<file path="config.mk">
export PLATFORM = sky130hd
export DESIGN_NAME = cache_ctrl
export DESIGN_NICKNAME = d
export VERILOG_FILES = /design/src/rtl/cache_ctrl.sv
export SDC_FILE = /design/constraint.sdc
export NUM_CORES = 1
export LEC_CHECK = 0
export ABC_AREA = 0
export CELL_PAD_IN_SITES_DETAIL_PLACEMENT = 0
export CELL_PAD_IN_SITES_GLOBAL_PLACEMENT = 1
export CORE_MARGIN = 2
export CORE_UTILIZATION = 35
export CTS_BUF_LIST = sky130_fd_sc_hd__clkbuf_16
export DETAILED_ROUTE_END_ITERATION = 12
export MAX_ROUTING_LAYER = met4
export PLACE_DENSITY_LB_ADDON = 0.1
export SETUP_SLACK_MARGIN = 0.4
export SLEW_MARGIN = 20
export SYNTH_ARGS = -nofsm -noshare
export SYNTH_HDL_FRONTEND = slang
export SYNTH_SLANG_ARGS = --single-unit
export TNS_END_PERCENT = 100
</file>
<file path="constraint.sdc">
create_clock -name clk -period 1.9 [get_ports clk]
set_clock_uncertainty 0.15 [all_clocks]
set_input_delay 0.285 -clock clk [delete_from_list [all_inputs] [get_ports clk]]
set_output_delay 0.285 -clock clk [all_outputs]
set_load 0.02 [all_outputs]
</file>
<file path="src/rtl/cache_ctrl.sv">
// cache_ctrl: sequencing controller for a 4-entry fully associative read-only cache
// with 2-bit LRU counters; owns entry state and drives the memory fill handshake.
module cache_ctrl #(
  parameter int a_width = 8,
  parameter int d_width = 8
) (
  input  logic                   clk,
  input  logic                   reset,
  input  logic                   cpu_req,
  input  logic [a_width-1:0]     cpu_addr,
  output logic [d_width-1:0]     cpu_rdata,
  output logic                   cpu_ready,
  input  logic                   flush,
  output logic                   busy,
  output logic [a_width-1:0]     lookup_addr,
  output logic [4*a_width-1:0]   w_entry_addrs,
  output logic [7:0]             w_cnt,
  output logic [3:0]             valid,
  input  logic                   hit,
  input  logic [1:0]             sel,
  input  logic [3:0]             dec,
  output logic                   mem_req,
  output logic [a_width-1:0]     mem_addr,
  input  logic                   mem_ack,
  input  logic [d_width-1:0]     mem_data
);
  typedef enum logic [1:0] {IDLE, LOOKUP, FILL} state_t;
  state_t state, state_n;
  logic [d_width-1:0] data [4];
  logic [1:0] victim, usel;
  logic [3:0] dec_r, udec;
  logic [7:0] cnt_n;
  logic upd;
  assign busy = state != IDLE;
  always_ff @(posedge clk) state <= reset ? IDLE : state_n;
  // A fill reuses the LRU update of a hit, but with the victim and dec captured at the miss.
  always_comb begin
    state_n = state == IDLE ? ((!flush && cpu_req) ? LOOKUP : IDLE)
            : state == LOOKUP ? (hit ? IDLE : FILL)
            : (mem_ack ? IDLE : FILL);
    upd = (state == LOOKUP && hit) || (state == FILL && mem_ack);
    usel = state == LOOKUP ? sel : victim;
    udec = state == LOOKUP ? dec : dec_r;
    cnt_n = w_cnt;
    for (int i = 0; i < 4; i++)
      cnt_n[2*i +: 2] = usel == 2'(i) ? 2'd3
                      : (udec[i] && w_cnt[2*i +: 2] != 2'd0) ? w_cnt[2*i +: 2] - 2'd1
                      : w_cnt[2*i +: 2];
  end
  always_ff @(posedge clk) begin
    if (reset) begin
      valid <= '0;
      w_cnt <= '0;
      w_entry_addrs <= '0;
      for (int i = 0; i < 4; i++) data[i] <= '0;
      lookup_addr <= '0;
      cpu_ready <= 1'b0;
      cpu_rdata <= '0;
      mem_req <= 1'b0;
      mem_addr <= '0;
      victim <= '0;
      dec_r <= '0;
    end else begin
      cpu_ready <= upd;
      if (upd) begin
        cpu_rdata <= state == LOOKUP ? data[sel] : mem_data;
        w_cnt <= cnt_n;
      end
      if (state == IDLE && flush) begin
        valid <= '0;
        w_cnt <= '0;
      end
      if (state == IDLE && !flush && cpu_req) lookup_addr <= cpu_addr;
      if (state == LOOKUP && !hit) begin
        victim <= sel;
        dec_r <= dec;
        mem_addr <= lookup_addr;
        mem_req <= 1'b1;
      end
      if (state == FILL && mem_ack) begin
        mem_req <= 1'b0;
        data[victim] <= mem_data;
        w_entry_addrs[victim*a_width +: a_width] <= lookup_addr;
        valid[victim] <= 1'b1;
      end
    end
  end
endmodule

</file>
==> out/qor.yml, run 1 <==
first_iter_violations: 225
dpl_worst_slack_ns: -0.1976
slew_violations: 0
setup_viol: 0
yosysMostFrequentCell: "nand2_1"
synth_edf_count: 32
synthesis.area_per_instance_sq_um: 9.814
fin_nets: 664
rsz0062_at_grt: "true"
ys_warn_count: 0
antenna_found_initial: 0
fin_util: 0.5526
critPathBufInv: 3
detail-route-antenna-nets: 0
wire_per_inst_um: 16.63
clk_pin_slew_ns: 0.07
max_slew_margin: 0.6462
synth-async-reset-ratio: 0
slowest_stage: "dfxtp_2"
cts_buffers: 9
synth_nets: 516
synth_common_cells: "nand2_1, dfxtp_1, a21oi_1"
critPathKind: "reg2reg"
dpl.hpwl_um: 9195
status: "finished clean"
synth_area_sq_um: 4711
vias: 4070
via_per_inst: 5.037
worst_slack_ns: 0.1575
power.leakage_nw: 2.706
switching_share: 0.2356
die_x_um: 120.0
floorplan.initialDensity: 0.3571
htreeDepth: 3
grt_pass1_wl_um: 21470
p_int_mw: 3.615
coreArea_sq_um: 13190
cts_tree: "yes"
dieArea_sq_um: 14400
min_period_ns: 1.742
grt_start_max_net_pins: 36
crit_path_end_kind: "register"
dr.pass1.iters: 4
cpMostUsedCell: "buf_6"
root_buffer: "clkbuf_16"
cts_buffer_depth: 2
yosysTopAreaCell: "dfxtp_1"
num_antenna_cells: 0
synthDistinctLibCells: 45
ys.flop_type: "dfxtp_1"
ios: 99
gp_congestion: 0.8210
remaining_drc_errors: 0
hold_viol_final: 0
ir_drop_uv: 683.3
hp-class: "in2reg"
synthTopCellsByArea: "dfxtp_1, edfxtp_1, nand2_1, a21oi_1, and2_1"
clock_sinks: 110
path_cells: "buf_6, and3b_2, buf_6, a21oi_4, buf_12, nor4_2, a221oi_1"
start_kind: "register"
p_clk_frac: 0.370
die_h_um: 120.0
power_frac_comb: 0.107
grt_pass1_vias: 4104
globalRouteTotalUtil: 0.1988
synth_top_area_share: 0.3315
drv_cap: 0
critPathTopFamily: "simple AND/OR/NAND/NOR gates"
critPathRequiredTime_ns: 1.96
path_max_fanout: 9
routed_wl_um: 13430
max_slew.worst_pin.slew_ns: 0.5307
clock_latency_ns: 0.35
area_growth_pct: 54.74
period_share: 0.9171
seq_power_share: 0.523
fmax_mhz: 573.9
synth_seq_area_share: 0.5355
globalRouteOverflowTotal: 0
drive_above_1_share: 0.4066
p_switching_mw: 1.114
rows: 42
cp.arrival_ns: 1.81
io_buffers: 98
fillCellCount: 1220
p_per_area_nw_per_um2: 648.8
ys_seq_elements: 110
cpPeakStageDelay_ns: 0.33
synth_cells: 480
[state kept, by name (all words and copies together) (netlist names)]
signal	count
data	32
lookup_addr	8
mem_addr	8
dec_r	4
cpu_ready	1
mem_req	1
w_cnt	8
victim	2
w_entry_addrs	32
cpu_rdata	8
state	2
valid	4
[power by group through the flow]
stage	registers (mW)	clock network (mW)	logic [mW]
detailed placement	2.53	0	0.426
finish	2.47	1.75	0.504
floorplan	2.55	0	0.184
global placement	2.53	0	0.424
global route	2.48	1.89	0.538
CTS	2.47	1.82	0.464
[metrics by stage]
step           TNS [ns]  instances  total power [mW]  area (sq um)  hold WS (ns)
2_1_floorplan         0        480             2.736          4815        0.2710
3_3_place_gp     -12.54        777             2.953          6250        0.2887
3_5_place_dp     -14.18        777             2.956          6250        0.2938
4_1_cts               0        804             4.755          6863       0.04187
5_1_grt               0        808             4.909          7289       0.09319
6_report              0        808             4.729          7289       0.08759
[kinds of logic after synthesis]
group | synth area share
mux | 0.04409
simple gates | 0.2236
fa+ha+maj | 0.02125
flops | 0.5355
compound gates | 0.1384
buf+inv | 0.03719
[repair_timing]
item | 4_1_cts | 5_1_grt
setup buffers | 12 | 4
hold buffers | 0 | 0
resized for setup | 160 | 155
hold endpoints to repair | 0 | 0
pin swaps | 28 | 63
setup endpoints to repair | 209 | 164
[worst register-to-register path, delay by kind of cell (launching register included)]
family | cells | cell delay, ns
AND/OR/NAND/NOR | 2 | 0.58
AO/OA/AOI/OAI | 2 | 0.15
flip-flops | 1 | 0.33
buffers and inverters | 3 | 0.40
[placed cells by master (no fill, tap or decap), drive strengths merged, types with 4 or more instances in the layout]
cell	n
a21oi	59
a221oi	8
a22o	9
and2	35
buf	68
clkbuf	24
clkdlybuf4s15	23
clkdlybuf4s50	26
dfxtp	78
dlygate4sd2	33
edfxtp	32
ha	8
inv	15
mux2i	14
nand2	89
nand2b	6
nand3	29
nor2	15
nor3	6
nor3b	11
nor4	4
o2111ai	5
o21ai	6
o31ai	6
[final cells by class]
class	instances	area (sq um)	share of cell area
inverters	11	48.80	0.006694
repair buffers	164	1499	0.2056
well taps	176	220.2	0.03021
clock buffers	10	250.2	0.03433
flip-flops and latches	110	2541	0.3486
clock inverters	5	18.77	0.002575
multi-input cells	332	2711	0.3720
[per-layer routing]
layer,track usage,vias to the layer above,part of all wire
li1,-,2001,-
met1,0.2420,1980,0.45
met2,0.3274,81,0.50
met3,0.04990,8,0.037
met4,0.05735,0,0.0080
met5,-,-,0
[worst paths after layout]
check                           startpoint        to  slack, ns  cells past startpoint
worst max-delay path              state[0]  w_cnt[5]       0.16                      7
worst min-delay path                 reset  state[1]       0.09                      2
worst max register to register    state[0]  w_cnt[5]       0.16                      7
worst min register to register    valid[0]  valid[0]       0.30                      2
Power figures use the tool's default switching activity.
==> run 2: changes to the inputs <==
--- a/config.mk
+++ b/config.mk
@@ -6,10 +6,9 @@
 export NUM_CORES = 1
 export LEC_CHECK = 0
 export ABC_AREA = 0
-export CELL_PAD_IN_SITES_DETAIL_PLACEMENT = 0
-export CELL_PAD_IN_SITES_GLOBAL_PLACEMENT = 1
-export CORE_MARGIN = 2
-export CORE_UTILIZATION = 35
+export CELL_PAD_IN_SITES_DETAIL_PLACEMENT = 2
+export CELL_PAD_IN_SITES_GLOBAL_PLACEMENT = 2
+export CORE_UTILIZATION = 28
 export CTS_BUF_LIST = sky130_fd_sc_hd__clkbuf_16
 export DETAILED_ROUTE_END_ITERATION = 12
 export MAX_ROUTING_LAYER = met4
==> run 2 against run 1 <==
Compared with the run above: sequential power is essentially flat; critical endpoint is now w_cnt[3]; die area grew 20%; largest cell class unchanged; non-clock buffer count grew 17.
==> out/qor.yml, run 2 (synthesis results as in run 1) <==
status: "finished clean"  # unchanged
root_buffer: "clkbuf_16"  # unchanged
drive_above_1_share: 0.4985  # was 0.4066
reg.largest.list: "data: 32 flops, w_entry_addrs: 32 flops"  # unchanged
max_slew_margin: 0.6016  # was 0.6462
fillCellCount: 1626  # was 1220
cts_buffer_depth: 2  # unchanged
fmax_mhz: 572.0  # was 573.9 MHz
area_growth_pct: 69.11  # was 54.74%
power_mw: 4.932  # was 4.729 mW
antenna_found_initial: 0  # unchanged
dieArea_sq_um: 17350  # was 14400 sq um
rr_startpoint: "state[0]"  # unchanged
die_h_um: 131.7  # was 120.0 um
io_buffers: 98  # unchanged
hold_ws_ns: 0.2740  # was 0.08759 ns
dr.pass1.iters: 4  # unchanged
wire_per_inst_um: 22.27  # was 16.63 um
coreArea_sq_um: 16520  # was 13190 sq um
routed_wl_um: 19420  # was 13430 um
remaining_drc_errors: 0  # unchanged
dpl.hpwl_um: 11960  # was 9195 um
path_max_fanout: 5  # was 9
final_common_cell: "nand2_1"  # unchanged
hp-class: "in2reg"  # unchanged
fin_util: 0.4821  # was 0.5526
final_cell_mix: "nand2_1, dfxtp_1, buf_4"  # unchanged
cts_buffers: 9  # unchanged
rows: 47  # was 42
gp_congestion: 0.7571  # was 0.8210
p_per_area_nw_per_um2: 619.1  # was 648.8 nW/um^2
rr_worst_depth: 6  # was 7
r2r_slack_ns: 0.15  # was 0.16 ns
via_per_inst: 5.034  # was 5.037
globalRouteOverflowTotal: 0  # unchanged
vias: 4390  # was 4070
num_antenna_cells: 0  # unchanged
rsz0062_at_grt: "true"  # unchanged
slew_violations: 0  # unchanged
start_kind: "register"  # unchanged
drv_cap: 0  # unchanged
crit_path_end_kind: "register"  # unchanged
period_share: 0.9202  # was 0.9171
setup.worst_path.start: "state[0]"  # unchanged
ios: 99  # unchanged
hold_viol_final: 0  # unchanged
max_slew.worst_pin.slew_ns: 0.5976  # was 0.5307 ns
detail-route-antenna-nets: 0  # unchanged
clk_pin_slew_ns: 0.08  # was 0.07 ns
htreeDepth: 3  # unchanged
ctsHoldBuffers: 0  # unchanged
grt_pass1_vias: 5084  # was 4104
stdcell_area_sq_um: 7966  # was 7289 sq um
fin_nets: 683  # was 664
clock_sinks: 110  # unchanged
crit_end: "w_cnt[3]"  # was w_cnt[5]
setup_viol: 0  # unchanged
clock_latency_ns: 0.36  # was 0.35 ns
floorplan.initialDensity: 0.2851  # was 0.3571
grt_pass1_wl_um: 29590  # was 21470 um
min_period_ns: 1.748  # was 1.742 ns
cp.arrival_ns: 1.88  # was 1.81 ns
placed_area_sq_um: 6360  # was 6250 sq um
ir_drop_uv: 421.0  # was 683.3 uV
first_iter_violations: 146  # was 225
critPathRequiredTime_ns: 2.03  # was 1.96 ns
critPathKind: "reg2reg"  # unchanged
globalRouteTotalUtil: 0.2332  # was 0.1988
grt_start_max_net_pins: 38  # was 36
cts_tree: "yes"  # unchanged
power.leakage_nw: 2.852  # was 2.706 nW
r2r-end: "w_cnt[3]"  # was w_cnt[5]
die_x_um: 131.7  # was 120.0 um
## run 2: changes by cell type in the layout (fill, tap and decap cells not counted), sizes merged
cell / before / now
buf: 68 / 86
dlygate4sd2: 33 / 21
clkdlybuf4s15: 23 / 33
clkdlybuf4s50: 26 / 24
inv: 15 / 17
nand2: 89 / 91
clkbuf: 24 / 25
clkdlybuf4s18: 0 / 1
## run 2: final cells by class
type                    instances  area [sq um]  area share
multi-input cells             334          3035      0.3810
flip-flops and latches        110          2540      0.3188
repair buffers                181          1802      0.2262
well taps                     220         275.3     0.03455
clock buffers                   9         225.2     0.02827
inverters                      11         46.29    0.005811
clock inverters                 7         42.54    0.005340
## run 2: worst min-delay path by stage
stage,from,endpoint,slack (ns),cells past startpoint
CTS,mem_ack,state[1],0.24,3
global route,mem_ack,state[1],0.27,3
floorplan,dec[1],dec_r[1],0.27,2
detailed placement,w_entry_addrs[1],w_entry_addrs[1],0.30,2
finish,mem_ack,state[1],0.27,3
global placement,valid[1],valid[1],0.29,2
## run 2: critical path: stages, from the launching register on
cell      delay, ns
dfxtp_4        0.38
nor2b_4        0.24
buf_8          0.19
buf_12         0.11
mux2i_4        0.26
nor4_4         0.06
a221oi_2       0.27
## run 2: per-stage QoR
| stage | setup WS, ns | TNS [ns] | std cells |
|---|---|---|---|
| 2_1_floorplan | 0.3122 | 0 | 480 |
| 3_3_place_gp | -0.2081 | -8.814 | 825 |
| 3_5_place_dp | -0.2118 | -11.64 | 825 |
| 4_1_cts | 0.1525 | 0 | 864 |
| 5_1_grt | 0.07374 | 0 | 872 |
| 6_report | 0.1516 | 0 | 872 |
## run 2: metal layers
metal,share of wire,track usage,vias up
li1,-,-,2038
met1,0.41,0.2645,2228
met2,0.53,0.4103,94
met3,0.030,0.03742,30
met4,0.024,0.08850,0
met5,0,-,-
## run 2: repair_timing
| action | 4_1_cts | 5_1_grt |
|---|---|---|
| resized for setup | 301 | 121 |
| pin swaps | 72 | 38 |
| buffers inserted | 20 | 7 |
| endpoints found under the setup margin | 203 | 168 |
| cloned | 3 | 1 |
## run 2: report_power, final
part / internal, mW / switching [mW] / total, mW
clock: 0.891 / 0.945 / 1.84
combinational: 0.271 / 0.345 / 0.616
sequential: 2.45 / 0.0284 / 2.48
==> run 3: changes to the inputs <==
--- a/config.mk
+++ b/config.mk
@@ -8,7 +8,7 @@
 export ABC_AREA = 0
 export CELL_PAD_IN_SITES_DETAIL_PLACEMENT = 2
 export CELL_PAD_IN_SITES_GLOBAL_PLACEMENT = 2
-export CORE_UTILIZATION = 28
+export CORE_UTILIZATION = 31
 export CTS_BUF_LIST = sky130_fd_sc_hd__clkbuf_16
 export DETAILED_ROUTE_END_ITERATION = 12
 export MAX_ROUTING_LAYER = met4
==> constraint.sdc (replaced) <==
create_clock -name clk -period 1.65 [get_ports clk]
set_clock_uncertainty 0.15 [all_clocks]
set_input_delay 0.2475 -clock clk [delete_from_list [all_inputs] [get_ports clk]]
set_output_delay 0.2475 -clock clk [all_outputs]
set_load 0.02 [all_outputs]
==> run 3 against run 2 <==
Compared with the run above: power up 18%; critical path type unchanged; critical path depth unchanged; fmax down 4.2%; highest routed layer unchanged; the flow now finishes with violations (DRC, setup timing); largest cell class unchanged; worst hold slack worse by 0.018 ns.
==> out/qor.yml, run 3 (synthesis results as in run 1) <==
slew_violations: 0  # unchanged
antenna_found_initial: 0  # unchanged
hp-class: "in2reg"  # unchanged
area_growth_pct: 79.52  # was 69.11%
final_cells: 869  # was 872
grt_pass1_vias: 5255  # was 5084
cts_buffers: 9  # unchanged
ir_drop_uv: 942.5  # was 421.0 uV
power_mw: 5.838  # was 4.932 mW
gp_congestion: 0.7747  # was 0.7571
critPathRequiredTime_ns: 1.74  # was 2.03 ns
rows: 44  # was 47
final_common_cell: "buf_6"  # was nand2_1
fin_util: 0.5753  # was 0.4821
violations: "DRC, setup timing"
hold_ws_ns: 0.2565  # was 0.2740 ns
setup_viol: 80  # was 0
reg.largest.list: "data: 32 flops, w_entry_addrs: 32 flops"  # unchanged
rsz0062_at_grt: "true"  # unchanged
coreArea_sq_um: 14700  # was 16520 sq um
max_slew.worst_pin.slew_ns: 0.4455  # was 0.5976 ns
remaining_drc_errors: 6  # was 0
via_per_inst: 5.496  # was 5.034
power.leakage_nw: 3.051  # was 2.852 nW
clock_latency_ns: 0.37  # was 0.36 ns
grt_pass1_wl_um: 32330  # was 29590 um
num_antenna_cells: 0  # unchanged
crit_path_end_kind: "register"  # unchanged
dpl.hpwl_um: 12040  # was 11960 um
routed_wl_um: 24750  # was 19420 um
clk_pin_slew_ns: 0.08  # about the same
cp.arrival_ns: 1.92  # was 1.88 ns
cts_buffer_depth: 2  # unchanged
grt_start_max_net_pins: 28  # was 38
dp_cells: 796  # was 825
hold_viol_final: 0  # unchanged
ctsHoldBuffers: 0  # unchanged
cts_tree: "yes"  # unchanged
root_buffer: "clkbuf_16"  # unchanged
fmax_mhz: 548.2  # was 572.0 MHz
status: "complete, but fails checks"  # was finished clean
dieArea_sq_um: 15690  # was 17350 sq um
globalRouteOverflowTotal: 0  # unchanged
dr.pass1.iters: 10  # was 4
die_h_um: 125.3  # was 131.7 um
p_per_area_nw_per_um2: 690.3  # was 619.1 nW/um^2
io_buffers: 98  # unchanged
drive_above_1_share: 0.7124  # was 0.4985
drv_cap: 0  # unchanged
period_share: 1.106  # was 0.9202
htreeDepth: 3  # unchanged
globalRouteTotalUtil: 0.2863  # was 0.2332
worst_slack_ns: -0.1743  # was 0.1516 ns
fin_nets: 716  # was 683
start_kind: "register"  # unchanged
die_x_um: 125.3  # was 131.7 um
vias: 4776  # was 4390
min_period_ns: 1.824  # was 1.748 ns
critPathKind: "reg2reg"  # unchanged
ios: 99  # unchanged
detail-route-antenna-nets: 0  # unchanged
first_iter_violations: 286  # was 146
wire_per_inst_um: 28.48  # was 22.27 um
floorplan.initialDensity: 0.3205  # was 0.2851
path_max_fanout: 5  # unchanged
final_cell_mix: "buf_6, buf_4, dfxtp_2"  # was nand2_1, dfxtp_1, buf_4
max_slew_margin: 0.7030  # was 0.6016
clock_sinks: 110  # unchanged
run 3: cell types whose count changed in the layout (fill, tap and decap cells not counted), moves of 6 or more:
cell	change
dfxtp_2	+58
buf_6	+65
dfxtp_1	-63
clkdlybuf4s15_1	-22
clkdlybuf4s15_2	-11
buf_4	+42
dlygate4sd2_1	-19
clkbuf_2	-16
nand2_2	+12
a21oi_1	-6
nand2_1	-15
run 3: final timing paths:
kind | startpoint | endpoint | slack (ns) | depth (start not counted)
max | state[1] | w_cnt[1] | -0.17 | 6
min | reset | state[1] | 0.26 | 3
max reg2reg | state[1] | w_cnt[1] | -0.17 | 6
min reg2reg | valid[2] | valid[2] | 0.34 | 2
run 3: cell type report:
| type | count | area (sq um) |
|---|---|---|
| clock buffers | 9 | 225.2 |
| clock inverters | 7 | 56.30 |
| repair buffers | 214 | 2163 |
| fillers | 1402 | 6242 |
| flip-flops and latches | 110 | 2631 |
| well taps | 184 | 230.2 |
| inverters | 11 | 51.30 |
| multi-input cells | 334 | 3099 |
run 3: power by group:
group / switching (mW) / internal (mW)
Clock: 1.15 / 1.05
Combinational: 0.440 / 0.335
Sequential: 0.0420 / 2.82
Total: 1.63 / 4.20
run 3: layer usage:
layer  part of all wire  global-route usage  wire length [um]
met2               0.54              0.5127             13470
met3              0.030             0.04707               736
met5                  0                   -                 0
met1               0.41              0.3232             10090
met4              0.019             0.09541               458
run 3: repair_timing:
item / in CTS / in global routing
pin swaps: 101 / 30
resized for setup: 628 / 123
hold endpoints to repair: 0 / 0
cloned: 2 / 2
buffers inserted: 28 / 25
setup endpoints to repair: 212 / 202
run 3: metrics by stage:
step	setup WS, ns	cell area (sq um)	TNS (ns)
2_1_floorplan	0.06225	4954	0
3_3_place_gp	-0.5043	6482	-42.84
3_5_place_dp	-0.5947	6482	-47.08
4_1_cts	-0.04834	7751	-0.6303
5_1_grt	-0.2510	8457	-9.401
6_report	-0.1743	8457	-5.898
run 3: worst max-delay path, stage by stage, from the launching register on:
cell	delay (ns)
dfxtp_4	0.41
and3b_2	0.30
buf_12	0.13
a21oi_4	0.04
buf_4	0.18
nor4_2	0.36
a221oi_2	0.12
